[src/rtl/program_sequencer_pkg.sv]
// Shared definitions for the multi-cycle program sequencer:
// state encoding, memory-latency bound and the HALT function alias.
package Sequencer_def;

  typedef enum logic [2:0] {
    IDLE,
    FETCH,
    EXEC,
    MEM_WAIT,
    HALTED
  } SeqState;

  localparam int MAX_MEM_LATENCY = 7;
  localparam int WAIT_W = $clog2(MAX_MEM_LATENCY + 1);

  // Function field of the R_NEG HALT instruction in the control unit.
  localparam logic [2:0] FUN_HALT = 3'b111;

endpackage

[src/rtl/sat_counter.sv]
// Saturating up-counter with synchronous clear; clear beats increment.
module sat_counter #(
  parameter int WIDTH = 16
) (
  input  logic             clk,
  input  logic             rst_n,
  input  logic             clr,
  input  logic             inc,
  output logic [WIDTH-1:0] value
);

  logic [WIDTH-1:0] r_value;
  logic             w_full;

  assign w_full = &r_value;
  assign value  = r_value;

  always_ff @(posedge clk or negedge rst_n) begin
    if (!rst_n) begin
      r_value <= '0;
    end else if (clr) begin
      r_value <= '0;
    end else if (inc && !w_full) begin
      r_value <= r_value + WIDTH'(1);
    end
  end

endmodule

[src/rtl/program_sequencer.sv]
// Program counter owner and fetch/execute/memory-wait sequencer
// for the 9-bit-instruction core; commit_en gates every state write.
module program_sequencer
  import Sequencer_def::*;
#(
  parameter int PC_WIDTH    = 10,
  parameter int MEM_LATENCY = 2,
  parameter int CNT_WIDTH   = 16
) (
  input  logic                 clk,
  input  logic                 rst_n,
  input  logic                 start,
  input  logic [PC_WIDTH-1:0]  start_addr,
  input  logic                 is_halt,
  input  logic                 ctrl_branch,
  input  logic                 take_branch,
  input  logic [7:0]           branch_target,
  input  logic                 ctrl_mem_read,
  input  logic                 ctrl_mem_write,
  output logic [PC_WIDTH-1:0]  pc,
  output logic                 fetch_en,
  output logic                 mem_en,
  output logic                 commit_en,
  output logic                 busy,
  output logic                 done,
  output logic [CNT_WIDTH-1:0] cycle_count,
  output logic [CNT_WIDTH-1:0] inst_count
);

  localparam logic [WAIT_W-1:0] LAT_M1 = WAIT_W'(MEM_LATENCY - 1);
  localparam bit SINGLE_CYCLE_MEM = (MEM_LATENCY == 1);

  SeqState             r_state;
  SeqState             w_next;
  logic [PC_WIDTH-1:0] r_pc;
  logic [WAIT_W-1:0]   r_wait;

  logic w_memop;
  logic w_redirect;
  logic w_start_ok;
  logic w_commit;
  logic w_mem_en;
  logic w_load_wait;
  logic w_advance;
  logic w_busy;

  assign w_memop    = ctrl_mem_read | ctrl_mem_write;
  assign w_redirect = ctrl_branch & take_branch;
  assign w_start_ok = start & ((r_state == IDLE) | (r_state == HALTED));
  assign w_busy     = (r_state == FETCH) | (r_state == EXEC) |
                      (r_state == MEM_WAIT);

  always_comb begin
    w_next      = r_state;
    w_commit    = 1'b0;
    w_mem_en    = 1'b0;
    w_load_wait = 1'b0;
    w_advance   = 1'b0;
    unique case (r_state)
      IDLE, HALTED: begin
        if (start) w_next = FETCH;
      end
      FETCH: begin
        w_next = EXEC;
      end
      EXEC: begin
        // HALT outranks everything, including a co-encoded branch.
        if (is_halt) begin
          w_commit = 1'b1;
          w_next   = HALTED;
        end else if (w_memop) begin
          w_mem_en    = 1'b1;
          w_load_wait = 1'b1;
          if (SINGLE_CYCLE_MEM) begin
            w_commit  = 1'b1;
            w_advance = 1'b1;
            w_next    = FETCH;
          end else begin
            w_next = MEM_WAIT;
          end
        end else begin
          w_commit  = 1'b1;
          w_advance = 1'b1;
          w_next    = FETCH;
        end
      end
      MEM_WAIT: begin
        w_mem_en = 1'b1;
        if (r_wait <= WAIT_W'(1)) begin
          w_commit  = 1'b1;
          w_advance = 1'b1;
          w_next    = FETCH;
        end
      end
      default: begin
        w_next = IDLE;
      end
    endcase
  end

  always_ff @(posedge clk or negedge rst_n) begin
    if (!rst_n) begin
      r_state <= IDLE;
    end else begin
      r_state <= w_next;
    end
  end

  always_ff @(posedge clk or negedge rst_n) begin
    if (!rst_n) begin
      r_wait <= '0;
    end else if (w_load_wait) begin
      r_wait <= LAT_M1;
    end else if (r_state == MEM_WAIT && r_wait != '0) begin
      r_wait <= r_wait - WAIT_W'(1);
    end
  end

  always_ff @(posedge clk or negedge rst_n) begin
    if (!rst_n) begin
      r_pc <= '0;
    end else if (w_start_ok) begin
      r_pc <= start_addr;
    end else if (w_advance) begin
      r_pc <= w_redirect ? PC_WIDTH'(branch_target)
                         : r_pc + PC_WIDTH'(1);
    end
  end

  sat_counter #(
    .WIDTH (CNT_WIDTH)
  ) u_cycle_cnt (
    .clk   (clk),
    .rst_n (rst_n),
    .clr   (w_start_ok),
    .inc   (w_busy),
    .value (cycle_count)
  );

  sat_counter #(
    .WIDTH (CNT_WIDTH)
  ) u_inst_cnt (
    .clk   (clk),
    .rst_n (rst_n),
    .clr   (w_start_ok),
    .inc   (w_commit),
    .value (inst_count)
  );

  assign pc        = r_pc;
  assign fetch_en  = (r_state == FETCH);
  assign mem_en    = w_mem_en;
  assign commit_en = w_commit;
  assign busy      = w_busy;
  assign done      = (r_state == HALTED);

endmodule

[config.mk]
export PLATFORM = sky130hd
export DESIGN_NAME = program_sequencer
export DESIGN_NICKNAME = d
export VERILOG_FILES = /design/src/rtl/program_sequencer_pkg.sv /design/src/rtl/sat_counter.sv /design/src/rtl/program_sequencer.sv
export SDC_FILE = /design/constraint.sdc
export NUM_CORES = 1
export LEC_CHECK = 0
export ABC_AREA = 1
export CORE_MARGIN = 5
export CORE_UTILIZATION = 36
export DETAILED_ROUTE_END_ITERATION = 8
export MAX_ROUTING_LAYER = met4
export SLEW_MARGIN = 30
export SYNTH_ARGS = -nofsm -noshare
export SYNTH_HDL_FRONTEND = slang
export SYNTH_SLANG_ARGS = --single-unit
[constraint.sdc]
create_clock -name clk -period 2.3 [get_ports clk]
set_clock_uncertainty 0.05 [all_clocks]
set_input_delay 0.345 -clock clk [delete_from_list [all_inputs] [get_ports clk]]
set_output_delay 0.345 -clock clk [all_outputs]
set_load 0.02 [all_outputs]
==> summary.txt, run 1 <==
STA
  – Tmin final: 2.155 ns
  – Max-slew violations: 0
  – Tcrit/Tclk final: 93.70%
  – Final-report hold violation count: 0
  – Final setup fails: 0
  – Max_slew headroom: 59.01%
  – Fin Setup TNS: 0 ns
  – RSZ-0062 raised after global routing: false
  – Worst slew pin tran: 0.6149 ns
  – FMAX: 0.4640 GHz

Placement
  – Port bufs: 72
  – Cells after DPL: 642
  – Placer congestion estimate: 0.8222
  – Placed instance area: 4046 um^2
  – DPL Wire Length: 6543 um

Power
  – Leakage power: 1.914 nW
  – PD cells: 986.7 nW/um^2
  – Peak supply drop: 453.7 uV

Drt
  – Drt first-iter violations: 167
  – Remaining DRCs: 0
  – Top routing layer in use: met4
  – Post-DRT Antenna Nets: 0
  – WL final: 8701 um
  – Vias per cell: 5.023
  – WL/cell: 13.39 um
  – DRT met1 WL: 4365 um
  – Routed wl met2: 3835 um
  – Met3 wire length: 381 um
  – Via Count: 3265
  – Pre-antenna DRT Iters: 5

Floorplanning
  – FP Rows: 34
  – Starting Density: 36.87%
  – Num ports: 73
  – Core area: 8678 um^2
  – Die Ht: 104.3 um
  – Die width: 104.3 um
  – Full die area: 10870 um^2

Run
  – Max-capacitance violation count: 0

Layout
  – Area grow syn2layout: 29.88%
  – Share of cells above drive strength 1: 6.089%
  – Number of diodes: 0
  – Fin area: 4155 um^2
  – FILL cells: 878
  – Multi-input combinational cell area: 1777 um^2
  – Non-Filler Instances: 650
  – Storage element area: 1201 um^2
  – Layout net count: 573

CTS
  – Clock Pin Slew Worst Setup and Hold Paths: 0.10 ns
  – Root buf cell: clkbuf_8
  – Cts hold-fix bufs: 0
  – Worst skew pair latency: 0.31 ns
  – CTS Buf Count: 5
  – CTS tree: built
  – Buffer depth of the longest clock path: 2
  – H-tree Lvls: 2
  – Clk sink count: 48

Worst setup path
  – Setup crit start kind: register
  – Kind of critical path: reg2out
  – Worst path arrival time: 1.76 ns
  – CP max FO: 3
  – Worst r2r path cells: 8
  – Worst endpoint required time: 1.90 ns
  – Crit end category: primary output

Global routing
  – First-pass GRT wire length: 15430 um
  – Vias in the first global route: 3161
  – Global Route Usage Sum: 17.03%
  – Largest net degree at the start of global routing: 49
  – Initial antenna violation count: 0
  – Grt total ovfl: 0

Synthesis
  – Synth top area cells: dfrtp_1 38%, nand2_1 18%, nand3_1 11%
  – Avg Cell Area, Syn: 6.865 um^2
  – Yosys reg bits: 48
  – Post-synth top area share: 37.54%
  – Number of distinct library cells after synthesis: 32
  – Largest area contributor in the netlist: dfrtp_1
  – Yosys warns: 0
  – Cell count after synthesis: 466
  – Synth Cell Area: 3199 um^2
  – Register area share after synthesis: 37.54%
  – Syn Nets: 498

Status
  – Status: complete, no violations

Hold path
  – Hold Path Class: in2async
-- placed cells by master, fill, tap and decap left out, types with 6 or more instances in the layout --
cell / count
nand2_1: 152
nand3_1: 69
clkdlybuf4s50_1: 69
dfrtp_1: 48
nor2_1: 46
inv_1: 39
nand4_1: 20
o21ai_1: 14
xor2_1: 13
buf_4: 7
ha_1: 6
-- power breakdown --
part           switching, W  internal [W]  total, W
clock network      0.000299      0.000322  0.000622
registers          0.000275       0.00106   0.00134
logic               0.00132      0.000819   0.00214
total               0.00190       0.00220   0.00410
-- Yosys cell counts --
cell type and n:
buf_6 1, nor3_1 4, o21ai_1 14, o21bai_1 5, and2_1 1, nor2_2 2
or2_1 1, clkbuf_1 2, nor2_4 4, buf_4 1, nand2_2 2, or2_0 4
or2_2 1, ha_1 6, nand3_1 69, nand4_1 20, nand3_2 1, xor2_1 13
buf_2 5, buf_1 2, nor3_2 1, inv_1 39, o21ai_0 5, nor2_1 46
nand3b_1 1, inv_2 5, a21oi_1 2, o211ai_1 3, dfrtp_1 48, a31oi_1 1
nand2_1 153, xnor2_1 4
-- layer usage --
| metal | vias to the layer above | global-route usage [%] |
|---|---|---|
| met5 | - | - |
| met4 | 0 | 4.255 |
| met3 | 7 | 3.166 |
| met2 | 80 | 24.98 |
| met1 | 1510 | 24.22 |
| li1 | 1668 | - |
-- critical path, stage by stage (launching register included) --
cell and delay [ns]:
dfrtp_1 0.42, inv_2 0.08, nand2_1 0.08, nor2_1 0.18, inv_1 0.08, or2_1 0.23, nand2_1 0.06, dlygate4sd2_1 0.33
-- cell type report --
class	count	share of cell area [%]
Multi-Input combinational cell	363	42.76
Sequential cell	48	28.91
Timing Repair Buffer	79	18.43
Inverter	44	3.975
Tap cell	108	3.252
Clock inverter	3	1.024
Clock buffer	5	1.656
-- stage by stage --
stage	worst slack [ns]	hold WS, ns	total power [W]	util (%)
after global placement	0.09507	0.4535	0.003486	46.63
final	0.1449	0.06657	0.004100	47.88
after global routing	0.01926	0.1343	0.004464	47.88
after detailed placement	0.01785	0.4487	0.003522	46.63
after CTS	0.1347	0.1035	0.004153	47.88
after floorplan	0.5587	-0.0005911	0.002712	-
-- logic make-up (layout without fill, tap and decap cells) --
family / count (synthesis) / in the layout / synth area share [%]
AND/OR/NAND/NOR: 310 / 310 / 43.10
flip-flops: 48 / 48 / 37.54
buffers and inverters: 55 / 131 / 7.001
AO/OA/AOI/OAI: 30 / 30 / 5.358
XOR/XNOR: 17 / 17 / 4.654
adder cells (fa/ha/maj): 6 / 6 / 2.346
-- flip-flops by register name (all words and copies together) (netlist names) --
register	cells
u_cycle_cnt.value	16
u_inst_cnt.value	16
pc	10
r_state	3
r_wait	3
-- final timing paths --
path | start | to | slack (ns)
setup reg to reg | u_inst_cnt.value[1] | u_inst_cnt.value[12] | 0.21
hold / removal | rst_n | r_state[0] | 0.07
hold reg to reg | u_cycle_cnt.value[1] | u_cycle_cnt.value[1] | 0.51
max in group asynchronous | rst_n | u_cycle_cnt.value[5] | 1.70
min in group clk | u_cycle_cnt.value[1] | u_cycle_cnt.value[1] | 0.51
setup / recovery | r_state[2] | mem_en | 0.14
-- repair_timing --
action                     CTS  global route
buffers inserted             0             0
resized for setup            2             0
setup endpoints to repair    2             0
hold endpoints to repair     0             0
No activity file was read; power rests on OpenSTA's default activity.
==> run 2: changes to the inputs <==
--- a/config.mk
+++ b/config.mk
@@ -6,10 +6,13 @@
 export NUM_CORES = 1
 export LEC_CHECK = 0
 export ABC_AREA = 1
+export CELL_PAD_IN_SITES_DETAIL_PLACEMENT = 1
+export CELL_PAD_IN_SITES_GLOBAL_PLACEMENT = 1
 export CORE_MARGIN = 5
 export CORE_UTILIZATION = 36
 export DETAILED_ROUTE_END_ITERATION = 8
 export MAX_ROUTING_LAYER = met4
+export PLACE_DENSITY_LB_ADDON = 0.3
 export SLEW_MARGIN = 30
 export SYNTH_ARGS = -nofsm -noshare
 export SYNTH_HDL_FRONTEND = slang
==> run 2 against run 1 <==
Against the previous run: total power is 0.45% higher; clock-buffer cell count is 2 higher; register-to-register slack better by 0.03 ns; global-route usage is 2.6 points higher; non-clock buffer count is 2 higher; final area is 0.27% higher; sequential power hardly changed; worst setup slack better by 0.045 ns; die area stayed put; maximum frequency is 2.1% higher; clock power is 11% lower; largest cell class unchanged; highest routed layer unchanged.
==> summary.txt, run 2 (same netlist as run 1, synthesis figures left out) <==
Drt
  – Drt first-iter violations: 108 (-35%)
  – Remaining DRCs: 0 (unchanged)
  – Pre-antenna DRT Iters: 4 (-1)
  – WL final: 10230 um (+18%)
  – Via Count: 3396 (+4.0%)
  – WL/cell: 15.72 um (+17%)
  – Post-DRT Antenna Nets: 0 (unchanged)
  – Vias per cell: 5.217 (+3.9%)

Floorplanning
  – FP Rows: 34 (unchanged)
  – Full die area: 10870 um^2 (unchanged)
  – Num ports: 73 (unchanged)
  – Die Ht: 104.3 um (unchanged)
  – Die width: 104.3 um (unchanged)
  – Starting Density: 36.87% (unchanged)
  – Core area: 8678 um^2 (unchanged)

Layout
  – Fin area: 4167 um^2 (+0.27%)
  – Area grow syn2layout: 30.23%
  – Storage element area: 1201 um^2 (unchanged)
  – Commonest non-fill, non-tap cell in the layout: nand2_1
  – Share of cells above drive strength 1: 6.630% (+0.54 points)
  – Layout net count: 575 (+0.35%)
  – Multi-input combinational cell area: 1779 um^2 (+0.14%)
  – Number of diodes: 0 (unchanged)
  – Commonest cells after routing, fill and taps aside: 152 x nand2_1, 69 x nand3_1, 69 x clkdlybuf4s50_1
  – Final core occ: 48.01% (+0.13 points)
  – FILL cells: 1167 (+33%)

STA
  – Final-report hold violation count: 0 (unchanged)
  – Max_slew headroom: 58.88% (-0.13 points)
  – Final setup fails: 0 (unchanged)
  – WHS: 0.001252 ns (-0.06531 ns)
  – RSZ-0062 raised after global routing: false
  – Tmin final: 2.110 ns (-0.04491 ns)
  – Max-slew violations: 0 (unchanged)
  – Tcrit/Tclk final: 91.75% (-2.0 points)
  – Worst slew pin tran: 0.6169 ns (+0.002007 ns)
  – FMAX: 0.4739 GHz (+2.1%)

Worst setup path
  – Worst-path cell chain: inv_2, nand2_1, nor2_2, inv_1, or2_1, nand2_1, dlygate4sd2_1
  – Most common cell on crit path: nand2_1
  – Slowest stage cell on the critical path: dfrtp_1
  – Crit-path max cell delay: 0.42 ns (about the same)
  – Buffers & Inverters on Critical Path: 3 (unchanged)
  – Worst endpoint required time: 1.90 ns (about the same)
  – Kind of critical path: reg2out
  – Top Family by Delay on Critical Path: simple AND/OR/NAND/NOR gates
  – Worst path arrival time: 1.72 ns (-0.04 ns)
  – Crit end category: primary output
  – Setup crit start kind: register
  – CP max FO: 3 (unchanged)

Placement
  – Port bufs: 72 (unchanged)
  – Placed instance area: 4074 um^2 (+0.68%)
  – Placer congestion estimate: 0.8166 (-0.68%)
  – DPL Wire Length: 7869 um (+20%)

Global routing
  – First-pass GRT wire length: 17680 um (+15%)
  – Initial antenna violation count: 0 (unchanged)
  – Largest net degree at the start of global routing: 26 (-47%)
  – Vias in the first global route: 3664 (+16%)
  – Global Route Usage Sum: 19.64% (+2.6 points)
  – Grt total ovfl: 0 (unchanged)

CTS
  – Post CTS Setup Buffer Count: 0 (unchanged)
  – Buffer depth of the longest clock path: 2 (unchanged)
  – Root buf cell: clkbuf_8
  – Worst skew pair latency: 0.30 ns (about the same)
  – Clock Pin Slew Worst Setup and Hold Paths: 0.09 ns (about the same)
  – CTS tree: built
  – Clk sink count: 48 (unchanged)
  – CTS Buf Count: 5 (unchanged)
  – H-tree Lvls: 2 (unchanged)

Power
  – Peak supply drop: 402.3 uV (-11%)
  – P_int: 0.002165 W (-1.7%)
  – PD cells: 988.5 nW/um^2 (+0.18%)
  – Clock power frac: 13.5% (-1.7 points)
  – Comb pwr share: 53.9% (+1.7 points)
  – Sequential power share: 32.6% (about the same)
  – Leakage power: 1.920 nW (+0.35%)
  – Sw Share: 47.44% (+1.2 points)
  – P_sw: 0.001954 W (+3.0%)

Status
  – Status: complete, no violations

Run
  – Max-capacitance violation count: 0 (unchanged)

Hold path
  – Hold Path Class: in2async
run 2: what timing repair did:
item / in CTS / in global routing
hold buffers: 0 / 0
gates resized for setup: 2 / 3
endpoints found under the hold margin: 0 / 0
setup endpoints to repair: 2 / 2
pin swaps: 0 / 0
run 2: final cells by class:
cell class | instances | area share (%)
Timing Repair Buffer | 81 | 18.95
Clock buffer | 7 | 2.312
Tap cell | 108 | 3.243
Inverter | 44 | 3.964
Sequential cell | 48 | 28.83
Multi-Input combinational cell | 363 | 42.70
run 2: final timing paths:
kind                                            from                    to  slack, ns  cells after the start
worst min-delay path                           rst_n   u_inst_cnt.value[4]      0.001                      1
worst min register to register  u_cycle_cnt.value[1]  u_cycle_cnt.value[1]       0.51                      2
min in group clk                u_cycle_cnt.value[1]  u_cycle_cnt.value[1]       0.51                      2
worst max register to register   u_inst_cnt.value[1]  u_inst_cnt.value[11]       0.24                      8
max in group asynchronous                      rst_n                 pc[6]       1.64                      2
worst max-delay path                      r_state[2]                mem_en       0.19                      7
run 2: through the flow:
stage               worst slack [ns]  setup TNS [ns]  power, W  cells
floorplan                     0.5587               0  0.002712    466
global placement             0.09443               0  0.003517    644
detailed placement         -0.005727       -0.005727  0.003621    644
CTS                           0.1088               0  0.004184    651
global route                 0.05513               0  0.004474    651
finish                        0.1898               0  0.004118    651
run 2: layer usage:
| metal | wire [um] | share of wire (%) | GRT usage (%) |
|---|---|---|---|
| met1 | 4778 | 47 | 24.86 |
| met2 | 4963 | 49 | 32.71 |
| met3 | 359 | 3.5 | 3.600 |
| met4 | 129 | 1.3 | 4.348 |
| met5 | 0 | 0 | - |
run 2: power by group through the flow:
stage	Clock [W]	Combinational (W)	Sequential [W]
2_1_floorplan	0	0.00122	0.00149
3_3_place_gp	0	0.00217	0.00134
3_5_place_dp	0	0.00226	0.00136
4_1_cts	0.000582	0.00226	0.00134
5_1_grt	0.000615	0.00248	0.00138
6_report	0.000555	0.00222	0.00134
